### src/rtl/led_fade_ctrl_if.sv
// rtl/led_fade_ctrl_if.sv - button/mode inputs and duty/direction outputs of the LED fade controller
interface led_fade_ctrl_if;
  logic       btn_up;
  logic       btn_down;
  logic       mode;
  logic [7:0] p;
  logic       dir;

  modport master (output btn_up, output btn_down, output mode, input p, input dir);
  modport slave  (input btn_up, input btn_down, input mode, output p, output dir);
endinterface

### src/rtl/led_fade_ctrl.sv
// rtl/led_fade_ctrl.sv - duty word source: debounced manual stepping or triangle breathing ramp
module led_fade_ctrl #(
  parameter int DEB_CYCLES = 500000,
  parameter int STEP       = 16,
  parameter int TICK_DIV   = 195312
) (
  input  logic         CLK,
  input  logic         RSTN,
  led_fade_ctrl_if.slave io
);
  localparam int DW = $clog2(DEB_CYCLES);
  localparam int TW = $clog2(TICK_DIV);
  localparam logic [DW-1:0] DEB_LAST  = DW'(DEB_CYCLES - 1);
  localparam logic [TW-1:0] TICK_LAST = TW'(TICK_DIV - 1);

  // bit 0 = up, bit 1 = down, bit 2 = mode
  logic [2:0]          s1_q, s1_d, s2_q, s2_d;
  logic [1:0]          deb_q, deb_d, deb_dly_q, deb_dly_d;
  logic [1:0][DW-1:0]  cnt_q, cnt_d;
  logic [TW-1:0]       tick_cnt_q, tick_cnt_d;
  logic [7:0]          p_q, p_d;
  logic                dir_q, dir_d;

  logic [1:0] pulse;
  logic       mode_s;
  logic       tick;
  logic [8:0] sum9, diff9;

  assign mode_s = s2_q[2];
  assign pulse  = deb_q & ~deb_dly_q;
  assign sum9   = {1'b0, p_q} + 9'(STEP);
  assign diff9  = {1'b0, p_q} - 9'(STEP);

  always_comb begin
    s1_d      = {io.mode, io.btn_down, io.btn_up};
    s2_d      = s1_q;
    deb_dly_d = deb_q;
    deb_d     = deb_q;
    cnt_d     = '0;
    for (int i = 0; i < 2; i++) begin
      if (s2_q[i] != deb_q[i]) begin
        if (cnt_q[i] == DEB_LAST) begin
          deb_d[i] = s2_q[i];
        end else begin
          cnt_d[i] = cnt_q[i] + 1'b1;
        end
      end
    end
  end

  always_comb begin
    tick       = 1'b0;
    tick_cnt_d = '0;
    p_d        = p_q;
    dir_d      = dir_q;
    if (mode_s) begin
      if (tick_cnt_q == TICK_LAST) begin
        tick = 1'b1;
      end else begin
        tick_cnt_d = tick_cnt_q + 1'b1;
      end
      // Endpoints bounce straight to the neighbour so each is held for one tick only
      if (tick) begin
        if (dir_q) begin
          if (p_q == 8'hFF) begin
            p_d   = 8'hFE;
            dir_d = 1'b0;
          end else begin
            p_d = p_q + 8'd1;
          end
        end else begin
          if (p_q == 8'h00) begin
            p_d   = 8'h01;
            dir_d = 1'b1;
          end else begin
            p_d = p_q - 8'd1;
          end
        end
      end
    end else begin
      case (pulse)
        2'b01:   p_d = sum9[8] ? 8'hFF : sum9[7:0];
        2'b10:   p_d = diff9[8] ? 8'h00 : diff9[7:0];
        default: p_d = p_q;
      endcase
    end
  end

  always_ff @(posedge CLK or negedge RSTN) begin
    if (!RSTN) begin
      s1_q       <= '0;
      s2_q       <= '0;
      deb_q      <= '0;
      deb_dly_q  <= '0;
      cnt_q      <= '0;
      tick_cnt_q <= '0;
      p_q        <= '0;
      dir_q      <= 1'b1;
    end else begin
      s1_q       <= s1_d;
      s2_q       <= s2_d;
      deb_q      <= deb_d;
      deb_dly_q  <= deb_dly_d;
      cnt_q      <= cnt_d;
      tick_cnt_q <= tick_cnt_d;
      p_q        <= p_d;
      dir_q      <= dir_d;
    end
  end

  assign io.p   = p_q;
  assign io.dir = dir_q;
endmodule

### src/flat_wrapper.sv
// flat-port wrapper written by rule: the top's interface ports become plain ports
module led_fade_ctrl_flat 
#(
  parameter int DEB_CYCLES = 500000,
  parameter int STEP       = 16,
  parameter int TICK_DIV   = 195312
)
  (CLK, RSTN, io_btn_up, io_btn_down, io_mode, io_p, io_dir);
  led_fade_ctrl_if io_i ();
  input  logic CLK;
  input  logic RSTN;
  input wire logic [$bits(io_i.btn_up)-1:0] io_btn_up;
  input wire logic [$bits(io_i.btn_down)-1:0] io_btn_down;
  input wire logic [$bits(io_i.mode)-1:0] io_mode;
  output wire logic [$bits(io_i.p)-1:0] io_p;
  output wire logic [$bits(io_i.dir)-1:0] io_dir;
  assign io_i.btn_up = io_btn_up;
  assign io_i.btn_down = io_btn_down;
  assign io_i.mode = io_mode;
  assign io_p = io_i.p;
  assign io_dir = io_i.dir;
  led_fade_ctrl #(.DEB_CYCLES(DEB_CYCLES), .STEP(STEP), .TICK_DIV(TICK_DIV)) u_core (.CLK(CLK), .RSTN(RSTN), .io(io_i));
endmodule
### config.mk
export PLATFORM = sky130hd
export DESIGN_NAME = led_fade_ctrl_flat
export DESIGN_NICKNAME = d
export VERILOG_FILES = /design/src/rtl/led_fade_ctrl_if.sv /design/src/rtl/led_fade_ctrl.sv /design/src/flat_wrapper.sv
export SDC_FILE = /design/constraint.sdc
export NUM_CORES = 1
export LEC_CHECK = 0
export ABC_AREA = 1
export BUFFER_PORTS_ARGS = -buffer_cell sky130_fd_sc_hd__buf_4
export CAP_MARGIN = 20
export CORE_MARGIN = 2
export CORE_UTILIZATION = 46
export DETAILED_ROUTE_END_ITERATION = 12
export GPL_TIMING_DRIVEN = 0
export PLACE_DENSITY = 0.74
export SLEW_MARGIN = 20
export SYNTH_ARGS = -nofsm -noshare
export SYNTH_HDL_FRONTEND = slang
export SYNTH_SLANG_ARGS = --single-unit
### constraint.sdc
create_clock -name CLK -period 1.4 [get_ports CLK]
set_input_delay 0.42 -clock CLK [delete_from_list [all_inputs] [get_ports CLK]]
set_output_delay 0.42 -clock CLK [all_outputs]
set_load 0.02 [all_outputs]
==> run summary, run 1 <==
Die height -> 104 um
DRT Pass-1 Iters -> 5
First-pass GRT wire length -> 18800 um
Crit path from -> u_core.io.p[2]$_DFFE_PN0P_
TritonCTS clock tree -> yes
Top_reg_cell synth -> dfrtp_1
Post-synth EDFFs -> 0
R2R Setup Slk -> -0.17 ns
GRT met3 Usage -> 3.27%
Total global routing overflow -> 0
Yosys warns -> 0
VDD IR max -> 0.547 mV
Most Crowded Layer GR -> met2
Most common cell on crit path -> nor2_4
Final-stage net count -> 725
DR WL/cell -> 13.9 um
Failing checks -> setup timing
Syn Inst Count -> 626
Final setup vio count -> 41
Yosys top cell area share -> 40.4%
Tmin final -> 1.57 ns
Via density per instance -> 5.29
Critical path, cell by cell -> buf_6 -> nor2_4 -> nand2_2 -> nor2_4 -> nor2_4 -> buf_12 -> nand3_2 -> nand2_1 -> nand2_1 -> inv_1
Placed Area -> 0.00495 mm2
Tcrit/Tclk final -> 112%
Layout cells sized above 1 -> 32.0%
Clock tree sinks -> 75
WS Path Type -> reg -> reg
Synth top area cells -> dfrtp_1, nand2_1, nor2_1
Slowest cell on crit path -> dfrtp_1
Netlist cell types -> 38
Leak pwr -> 2.76 nW
Hold Vio Cnt, Final -> 0
R2r startpoint -> u_core.io.p[2]$_DFFE_PN0P_
Met2 Resource Use GR -> 34.9%
Initial core utilization -> 47.1%
I/O pins -> 14
Max Slew Vio Count -> 0
PwrDens -> 673 mW/mm2
Layout area overhead -> 32.4%
Num CTS Buffers -> 9
Root buf cell -> clkbuf_8
Max Cap Viol -> 0
Achievable Freq -> 637 MHz
Max Root-Sink Buffers -> 2
Setup crit end kind -> register
Fill count -> 792
Rows -> 36
Final Skew -> 0.0169 ns
M1 GR Usage -> 26.5%
H-tree depth -> 3
Via count -> 4494
Post-synth top area cell -> dfrtp_1
Reg clk slew, reported paths -> 0.09 ns
Cts hold-fix bufs -> 0
Most frequent cell after synthesis -> nand2_1
Die area -> 0.0108 mm2
Core area -> 0.00973 mm2
Tightest Pin Transition -> 0.930 ns
Largest net degree at the start of global routing -> 76
Final Util -> 62.4%
WP data arrival -> 1.84 ns
Fin area -> 0.00607 mm2
DRC Markers -> 0
Number of global-route vias before repair -> 4216
GR Util All Layers -> 21.0%
Post-synthesis cell area -> 0.00459 mm2
CP Launch Type -> register
Crit-path max cell delay -> 0.39 ns
Max_slew headroom -> 38.0%
Final WS setup -> -0.170 ns
Critical path fanouts, max -> 7
Share of async-settable or async-resettable flops after synthesis -> 100%
Synth cell count leaders -> nand2_1, nor2_1, dfrtp_1, inv_1, nand3_1
Buffers on Ports -> 13
Hold Crit Class -> in -> async
DIE WIDTH -> 104 um
Post-synthesis sequential area ratio -> 41.0%
RR Endpoint -> u_core.io.p[5]$_DFFE_PN0P_
Yosys reg bits -> 75
Iteration-0 DRC Markers -> 327
N_diodes -> 0
Post-Syn Nets -> 640
Final GP Congestion -> 0.974
Initial antenna violation count -> 0
Syn_area_per_cell -> 7.33 um2
Detailed Route WL -> 11800 um
Unrepaired setup endpoints after global routing -> true
Final ANT Viol Nets -> 0
Worst setup path endpoint -> u_core.io.p[5]$_DFFE_PN0P_
Clock Latency Late Sink -> 0.37 ns
Detail Placement HPWL -> 7050 um
WP data required -> 1.67 ns
Status -> complete, but fails checks
Worst R2R Path Depth -> 10
==> critical path, delay by kind of cell, from the launching register on <==
family | cells | cell delay [ns]
flops | 1 | 0.39
simple gates | 7 | 0.75
buf+inv | 3 | 0.33
==> repair_timing <==
action,in CTS,in global routing
resized for setup,52,79
hold endpoints to repair,0,0
gates cloned,0,0
buffers inserted,29,32
pin swaps,23,39
setup endpoints to repair,65,62
==> worst min-delay path by stage <==
stage,startpoint,end,slack [ns],depth (start not counted)
detailed placement,u_core.s1_q[0]$_DFF_PN0_,u_core.s2_q[0]$_DFF_PN0_,0.34,0
global placement,u_core.s1_q[0]$_DFF_PN0_,u_core.s2_q[0]$_DFF_PN0_,0.34,0
CTS,io_btn_up,u_core.s1_q[0]$_DFF_PN0_,0.16,1
floorplan,RSTN,u_core.cnt_q[0]$_DFF_PN0_,0.12,0
finish,RSTN,u_core.cnt_q[15]$_DFF_PN0_,0.17,1
global route,io_mode,u_core.s1_q[2]$_DFF_PN0_,0.16,1
==> power by group <==
part	internal, W	switching, W
Clock	0.000691	0.000949
Combinational	0.0000843	0.000132
Sequential	0.00219	0.0000363
==> stage by stage <==
stage | TNS, ns | hold WS [ns] | setup WS (ns) | instances | power [W]
final | -2.07 | 0.168 | -0.170 | 849 | 0.00409
after global routing | -6.09 | 0.156 | -0.256 | 849 | 0.00424
after CTS | -0.944 | 0.160 | -0.114 | 817 | 0.00409
after detailed placement | -6.36 | 0.336 | -0.230 | 772 | 0.00242
after global placement | -4.95 | 0.336 | -0.209 | 772 | 0.00241
after floorplan | -0.199 | 0.124 | -0.0485 | 626 | 0.00234
==> sequential cells by signal, indices dropped and copies added (netlist names) <==
signal / cells
u_core.s1_q: 3
u_core.deb_dly_d: 2
u_core.io.p: 8
u_core.s2_q: 3
u_core.tick_cnt_q: 18
u_core.deb_dly_q: 2
u_core.cnt_q: 38
u_core.io.dir: 1
==> cells in the final DEF, fill, tap and decap left out, drive strengths merged <==
cell,n
a21oi,17
and2,1
and3,1
buf,77
clkbuf,9
clkinv,3
dfrtp,74
dfstp,1
ha,9
inv,90
nand2,150
nand3,56
nand3b,4
nand4,25
nor2,122
nor3,23
nor3b,6
o211ai,2
o21a,1
o21ai,16
o21bai,1
or2,2
xnor2,2
xor2,24
==> cell type report <==
class,instances,area [um2],share of cell area [%]
Sequential cell,75,1900,31.3
Timing Repair Buffer,74,618,10.2
Buffer,3,30.0,0.494
Tap cell,133,166,2.74
Multi-Input combinational cell,462,2830,46.6
Inverter,86,340,5.60
Clock buffer,9,124,2.04
Clock inverter,7,63.8,1.05
==> routing by layer <==
metal,wire length [um],vias up
li1,-,2180
met2,6010,157
met4,345,0
met1,4880,2118
met3,565,39
met5,0,-
==> logic make-up (layout without fill, tap and decap cells) <==
kind of cell	Yosys count	in the layout	synth area share, %
AND/OR/NAND/NOR	390	390	39.7
buffers and inverters	89	179	7.42
flip-flops	75	75	41.0
AO/OA/AOI/OAI	37	37	4.50
XOR/XNOR	26	26	4.97
adder cells (fa/ha/maj)	9	9	2.46
(Power assumes the default switching activity.)
==> run 2: changes to the inputs <==
--- a/config.mk
+++ b/config.mk
@@ -8,10 +8,10 @@
 export ABC_AREA = 1
 export BUFFER_PORTS_ARGS = -buffer_cell sky130_fd_sc_hd__buf_4
 export CAP_MARGIN = 20
-export CORE_MARGIN = 2
+export CORE_MARGIN = 8
 export CORE_UTILIZATION = 46
 export DETAILED_ROUTE_END_ITERATION = 12
-export GPL_TIMING_DRIVEN = 0
+export GPL_TIMING_DRIVEN = 1
 export PLACE_DENSITY = 0.74
 export SLEW_MARGIN = 20
 export SYNTH_ARGS = -nofsm -noshare
==> run summary, run 2 (same netlist as run 1, synthesis figures left out) <==
Status -> complete, but fails checks (unchanged)
Failing checks -> setup timing (unchanged)
DR WL/cell -> 13.9 um (about the same)
DIE WIDTH -> 116 um (was 104 um)
Unrepaired setup endpoints after global routing -> true (unchanged)
Layout cells sized above 1 -> 35.9% (was 32.0%)
Final Skew -> 0.0101 ns (was 0.0169 ns)
I/O pins -> 14 (unchanged)
Detail Placement HPWL -> 8360 um (was 7050 um)
DRT Pass-1 Iters -> 5 (unchanged)
Initial antenna violation count -> 0 (unchanged)
Hold Vio Cnt, Final -> 0 (unchanged)
WP data required -> 1.64 ns (was 1.67 ns)
Max Root-Sink Buffers -> 2 (unchanged)
Worst Hold Depth -> 1
Max reg flops -> 38 (unchanged)
Achievable Freq -> 628 MHz (was 637 MHz)
Clock Latency Late Sink -> 0.36 ns (was 0.37 ns)
Combinational fraction of design power -> 5.1% (was 5.3%)
Final ANT Viol Nets -> 0 (unchanged)
Core area -> 0.00973 mm2 (unchanged)
VDD IR max -> 0.604 mV (was 0.547 mV)
Max Slew Vio Count -> 0 (unchanged)
Via count -> 4593 (was 4494)
Die height -> 116 um (was 104 um)
CP Launch Type -> register (unchanged)
Initial core utilization -> 47.1% (unchanged)
Hold Crit Class -> in -> reg (was in -> async)
Max_slew headroom -> 76.5% (was 38.0%)
Clock Power Share -> 47.3% (was 40.1%)
WP data arrival -> 1.84 ns (about the same)
Psw -> 0.00101 W (was 0.00112 W)
Sequential power share -> 47.6% (was 54.6%)
Final-stage net count -> 761 (was 725)
Internal power -> 0.00366 W (was 0.00297 W)
DRC Markers -> 0 (unchanged)
Number of global-route vias before repair -> 4421 (was 4216)
TritonCTS clock tree -> yes (unchanged)
Reg with most FFs -> u_core.cnt_q (unchanged)
Fin area -> 0.00649 mm2 (was 0.00607 mm2)
Fill count -> 766 (was 792)
Final Util -> 66.7% (was 62.4%)
Most frequent cells in the layout -> nand2_1, nor2_1, buf_4 (was nand2_1, nor2_1, inv_1, buf_4, dfrtp_1)
Setup crit end kind -> register (unchanged)
Switch share -> 21.6% (was 27.3%)
Placed Area -> 0.00549 mm2 (was 0.00495 mm2)
Max Cap Viol -> 0 (unchanged)
Buffers on Ports -> 13 (unchanged)
Die area -> 0.0134 mm2 (was 0.0108 mm2)
N_diodes -> 0 (unchanged)
First-pass GRT wire length -> 20100 um (was 18800 um)
H-tree depth -> 3 (unchanged)
Rows -> 36 (unchanged)
Detailed Route WL -> 12300 um (was 11800 um)
Final GP Congestion -> 0.954 (was 0.974)
Via density per instance -> 5.19 (was 5.29)
Tcrit/Tclk final -> 114% (was 112%)
Worst R2R Path Depth -> 10 (unchanged)
Pre-CTS setup slack -> -0.0905 ns (was -0.230 ns)
Final WS setup -> -0.193 ns (was -0.170 ns)
PwrDens -> 720 mW/mm2 (was 673 mW/mm2)
Non-Filler Instances -> 885 (was 849)
Leak pwr -> 2.96 nW (was 2.76 nW)
Largest net degree at the start of global routing -> 28 (was 76)
WS Path Type -> reg -> reg (unchanged)
Placed Cells -> 839 (was 772)
Iteration-0 DRC Markers -> 328 (was 327)
Critical path fanouts, max -> 7 (unchanged)
Num CTS Buffers -> 9 (unchanged)
Reg clk slew, reported paths -> 0.08 ns (was 0.09 ns)
GR Util All Layers -> 18.7% (was 21.0%)
R2R Setup Slk -> -0.19 ns (was -0.17 ns)
Clock tree sinks -> 75 (unchanged)
Commonest non-fill, non-tap cell in the layout -> nand2_1 (unchanged)
Layout area overhead -> 41.5% (was 32.4%)
Total global routing overflow -> 0 (unchanged)
Tightest Pin Transition -> 0.350 ns (was 0.930 ns)
Tmin final -> 1.59 ns (was 1.57 ns)
Final setup vio count -> 26 (was 41)
Root buf cell -> clkbuf_8 (unchanged)
[run 2: final timing paths]
check | start | end
setup / recovery | u_core.io.p[4]$_DFFE_PN0P_ | u_core.io.p[2]$_DFFE_PN0P_
hold / removal | io_btn_up | u_core.s1_q[0]$_DFF_PN0_
setup reg to reg | u_core.io.p[4]$_DFFE_PN0P_ | u_core.io.p[2]$_DFFE_PN0P_
hold reg to reg | u_core.s1_q[1]$_DFF_PN0_ | u_core.s2_q[1]$_DFF_PN0_
max in group asynchronous | RSTN | u_core.tick_cnt_q[4]$_DFF_PN0_
min in group asynchronous | RSTN | u_core.tick_cnt_q[12]$_DFF_PN0_
[run 2: repair_timing]
item	in CTS	in global routing
endpoints found under the hold margin	18	0
gates resized for setup	55	88
buffers inserted	19	14
endpoints found under the setup margin	27	66
hold buffers	1	0
pin swaps	22	42
[run 2: power groups by stage]
stage	clock [W]	sequential (W)	combinational (W)
after floorplan	0	0.00226	0.0000749
after global placement	0	0.00226	0.000210
after detailed placement	0	0.00226	0.000217
after CTS	0.00226	0.00222	0.000230
after global routing	0.00235	0.00223	0.000271
final	0.00221	0.00222	0.000240
[run 2: per-layer routing]
metal / vias to the layer above / GRT usage (%) / share of wire (%)
met5: - / 0 / 0
li1: 2239 / - / -
met2: 118 / 30.2 / 49
met1: 2200 / 22.6 / 43
met3: 36 / 4.69 / 5.3
met4: 0 / 9.42 / 2.5
[run 2: cell type report]
| cell class | instances | area [um2] | share of cell area [%] |
|---|---|---|---|
| clock buffer | 10 | 128 | 1.97 |
| clock inverter | 6 | 136 | 2.10 |
| inverter | 86 | 335 | 5.17 |
| multi-input combinational | 462 | 2850 | 43.9 |
| sequential | 75 | 1890 | 29.2 |
| tap | 133 | 166 | 2.56 |
| timing repair buffer | 113 | 977 | 15.1 |
[run 2: critical path, stage by stage (launching register included)]
cell and delay, ns:
dfrtp_2 0.43, buf_6 0.12, ha_4 0.16, nand3_4 0.11, nor2_4 0.06, nor2_4 0.21
nand2_1 0.11, nand3_2 0.10, nand2_1 0.05, nand2_1 0.07, nand2_1 0.06
[run 2: metrics by stage]
stage | TNS [ns] | hold slack (ns) | total power [W]
after floorplan | -0.199 | 0.124 | 0.00234
final | -1.99 | 0.167 | 0.00467
after global routing | -4.34 | 0.138 | 0.00485
after global placement | -0.375 | 0.333 | 0.00247
after CTS | -1.54 | 0.147 | 0.00471
after detailed placement | -0.832 | 0.352 | 0.00248
==> run 3: changes to the inputs <==
--- a/config.mk
+++ b/config.mk
@@ -10,9 +10,11 @@
 export CAP_MARGIN = 20
 export CORE_MARGIN = 8
 export CORE_UTILIZATION = 46
+export CTS_CLUSTER_DIAMETER = 50
 export DETAILED_ROUTE_END_ITERATION = 12
 export GPL_TIMING_DRIVEN = 1
 export PLACE_DENSITY = 0.74
+export SETUP_SLACK_MARGIN = 0.02
 export SLEW_MARGIN = 20
 export SYNTH_ARGS = -nofsm -noshare
 export SYNTH_HDL_FRONTEND = slang
==> run summary, run 3 (same netlist as run 1, synthesis figures left out) <==
Leak pwr -> 3.01 nW (was 2.96 nW)
Tmin final -> 1.64 ns (was 1.59 ns)
WP data required -> 1.63 ns (was 1.64 ns)
R2r startpoint -> u_core.io.p[4]$_DFFE_PN0P_ (unchanged)
Final setup vio count -> 20 (was 26)
Tcrit/Tclk final -> 117% (was 114%)
Unrepaired setup endpoints after global routing -> true (unchanged)
Most frequent cells in the layout -> nand2_1, nor2_1, buf_4 (unchanged)
Final WS setup -> -0.244 ns (was -0.193 ns)
Family with the most delay on the worst path -> simple AND/OR/NAND/NOR gates (unchanged)
Buffers on Ports -> 13 (unchanged)
Placed Cells -> 825 (was 839)
Via density per instance -> 5.31 (was 5.19)
VDD IR max -> 0.629 mV (was 0.604 mV)
Layout cells sized above 1 -> 37.8% (was 35.9%)
Worst R2R Path Depth -> 10 (unchanged)
Max Slew Vio Count -> 0 (unchanged)
PwrDens -> 700 mW/mm2 (was 720 mW/mm2)
Die area -> 0.0134 mm2 (unchanged)
Detailed Route WL -> 13100 um (was 12300 um)
WP data arrival -> 1.87 ns (was 1.84 ns)
Layout area overhead -> 43.4% (was 41.5%)
Fin area -> 0.00658 mm2 (was 0.00649 mm2)
Clock tree sinks -> 75 (unchanged)
Final ANT Viol Nets -> 0 (unchanged)
Detail Placement HPWL -> 8070 um (was 8360 um)
Largest net degree at the start of global routing -> 30 (was 28)
Via count -> 4672 (was 4593)
Root buf cell -> clkbuf_8 (unchanged)
Final Util -> 67.6% (was 66.7%)
Critical path fanouts, max -> 7 (unchanged)
Final Skew -> 0.0118 ns (was 0.0101 ns)
Final-stage net count -> 756 (was 761)
Slowest cell on crit path -> dfrtp_2 (unchanged)
Num CTS Buffers -> 9 (unchanged)
Rows -> 36 (unchanged)
Tightest Pin Transition -> 0.391 ns (was 0.350 ns)
First-pass GRT wire length -> 20100 um (unchanged)
DRT Pass-1 Iters -> 5 (unchanged)
DRC Markers -> 0 (unchanged)
Status -> complete, but fails checks (unchanged)
Fill count -> 751 (was 766)
Critical path, cell by cell -> buf_12 -> ha_4 -> nand3_4 -> nor2_4 -> nor2_4 -> nand3_2 -> nand3_2 -> nand2_1 -> nand2_1 -> inv_2 (was buf_6 -> ha_4 -> nand3_4 -> nor2_4 -> nor2_4 -> nand2_1 -> nand3_2 -> nand2_1 -> nand2_1 -> nand2_1)
Initial antenna violation count -> 0 (unchanged)
Placed Area -> 0.00540 mm2 (was 0.00549 mm2)
Reg clk slew, reported paths -> 0.07 ns (was 0.08 ns)
Hold Crit Class -> in -> reg (unchanged)
Non-Filler Instances -> 880 (was 885)
Clock Latency Late Sink -> 0.34 ns (was 0.36 ns)
RR Endpoint -> u_core.io.p[5]$_DFFE_PN0P_ (was u_core.io.p[2]$_DFFE_PN0P_)
DR WL/cell -> 14.9 um (was 13.9 um)
Achievable Freq -> 608 MHz (was 628 MHz)
Die height -> 116 um (unchanged)
Crit path buf inv count -> 2 (was 1)
Worst Hold Depth -> 1 (unchanged)
Iteration-0 DRC Markers -> 353 (was 328)
Crit path depth -> 10 (unchanged)
Setup crit end kind -> register (unchanged)
Final GP Congestion -> 0.948 (was 0.954)
Max reg flops -> 38 (unchanged)
GR Util All Layers -> 18.4% (was 18.7%)
Hold Path End -> u_core.s1_q[1]$_DFF_PN0_ (was u_core.s1_q[0]$_DFF_PN0_)
Total power -> 0.00461 W (was 0.00467 W)
Hold Path Origin -> io_btn_down (was io_btn_up)
Commonest non-fill, non-tap cell in the layout -> nand2_1 (unchanged)
I/O pins -> 14 (unchanged)
Crit-path max cell delay -> 0.44 ns (was 0.43 ns)
TritonCTS clock tree -> yes (unchanged)
H-tree depth -> 3 (unchanged)
R2R Setup Slk -> -0.24 ns (was -0.19 ns)
Number of global-route vias before repair -> 4531 (was 4421)
Failing checks -> setup timing (unchanged)
Max Cap Viol -> 0 (unchanged)
DIE WIDTH -> 116 um (unchanged)
Max Root-Sink Buffers -> 2 (unchanged)
N_diodes -> 0 (unchanged)
Total global routing overflow -> 0 (unchanged)
Core area -> 0.00973 mm2 (unchanged)
Reg with most FFs -> u_core.cnt_q (unchanged)
CP Launch Type -> register (unchanged)
Initial core utilization -> 47.1% (unchanged)
Hold Vio Cnt, Final -> 0 (unchanged)
WS Path Type -> reg -> reg (unchanged)
Max_slew headroom -> 73.9% (was 76.5%)
## run 3: repair_timing
item                                    CTS  global route
resized for setup                        65           100
hold buffers                              1             0
endpoints found under the hold margin     1             0
buffers inserted                         21            20
pin swaps                                27            36
endpoints found under the setup margin   49            68
## run 3: power breakdown
| group | internal, W | switching [W] | leakage [nW] |
|---|---|---|---|
| clock network | 0.00133 | 0.000793 | 0.133 |
| registers | 0.00219 | 0.0000326 | 1.00 |
| logic | 0.000109 | 0.000148 | 1.88 |
| total | 0.00363 | 0.000974 | 3.01 |
## run 3: layout make-up
cell class	instances	area, um2	area share, %
clock inverters	4	95.1	1.45
repair buffers	108	981	14.9
clock buffers	12	165	2.51
well taps	133	166	2.53
inverters	86	335	5.10
multi-input cells	462	2940	44.7
flip-flops and latches	75	1890	28.8
## run 3: worst max-delay path by stage
stage	start	end
2_1_floorplan	u_core.tick_cnt_q[0]$_DFF_PN0_	u_core.io.p[3]$_DFFE_PN0P_
3_3_place_gp	u_core.io.p[5]$_DFFE_PN0P_	u_core.io.p[3]$_DFFE_PN0P_
3_5_place_dp	u_core.io.p[0]$_DFFE_PN0P_	u_core.io.p[2]$_DFFE_PN0P_
4_1_cts	u_core.io.dir$_DFFE_PN1P_	io_dir
5_1_grt	u_core.io.p[4]$_DFFE_PN0P_	u_core.io.p[5]$_DFFE_PN0P_
6_report	u_core.io.p[4]$_DFFE_PN0P_	u_core.io.p[5]$_DFFE_PN0P_
## run 3: worst register-to-register path, cell delays in order, from the launching register on
cell and delay [ns]:
dfrtp_2 0.44, buf_12 0.14, ha_4 0.16, nand3_4 0.12, nor2_4 0.06, nor2_4 0.22, nand3_2 0.11, nand3_2 0.08
nand2_1 0.06, nand2_1 0.09, inv_2 0.05
## run 3: routing by layer
metal | global-route usage (%) | share of wire, % | up-vias
li1 | - | - | 2221
met1 | 22.5 | 40 | 2214
met2 | 31.1 | 51 | 181
met3 | 2.55 | 5.5 | 56
met4 | 8.90 | 3.5 | 0
met5 | 0 | 0 | -
## run 3: per-stage QoR
stage | worst slack [ns] | TNS (ns) | hold WS, ns
3_3_place_gp | -0.0308 | -0.131 | 0.335
2_1_floorplan | -0.0481 | -0.189 | 0.124
4_1_cts | -0.125 | -1.39 | 0.170
5_1_grt | -0.306 | -4.83 | 0.173
6_report | -0.244 | -2.31 | 0.190
3_5_place_dp | -0.0867 | -0.955 | 0.337
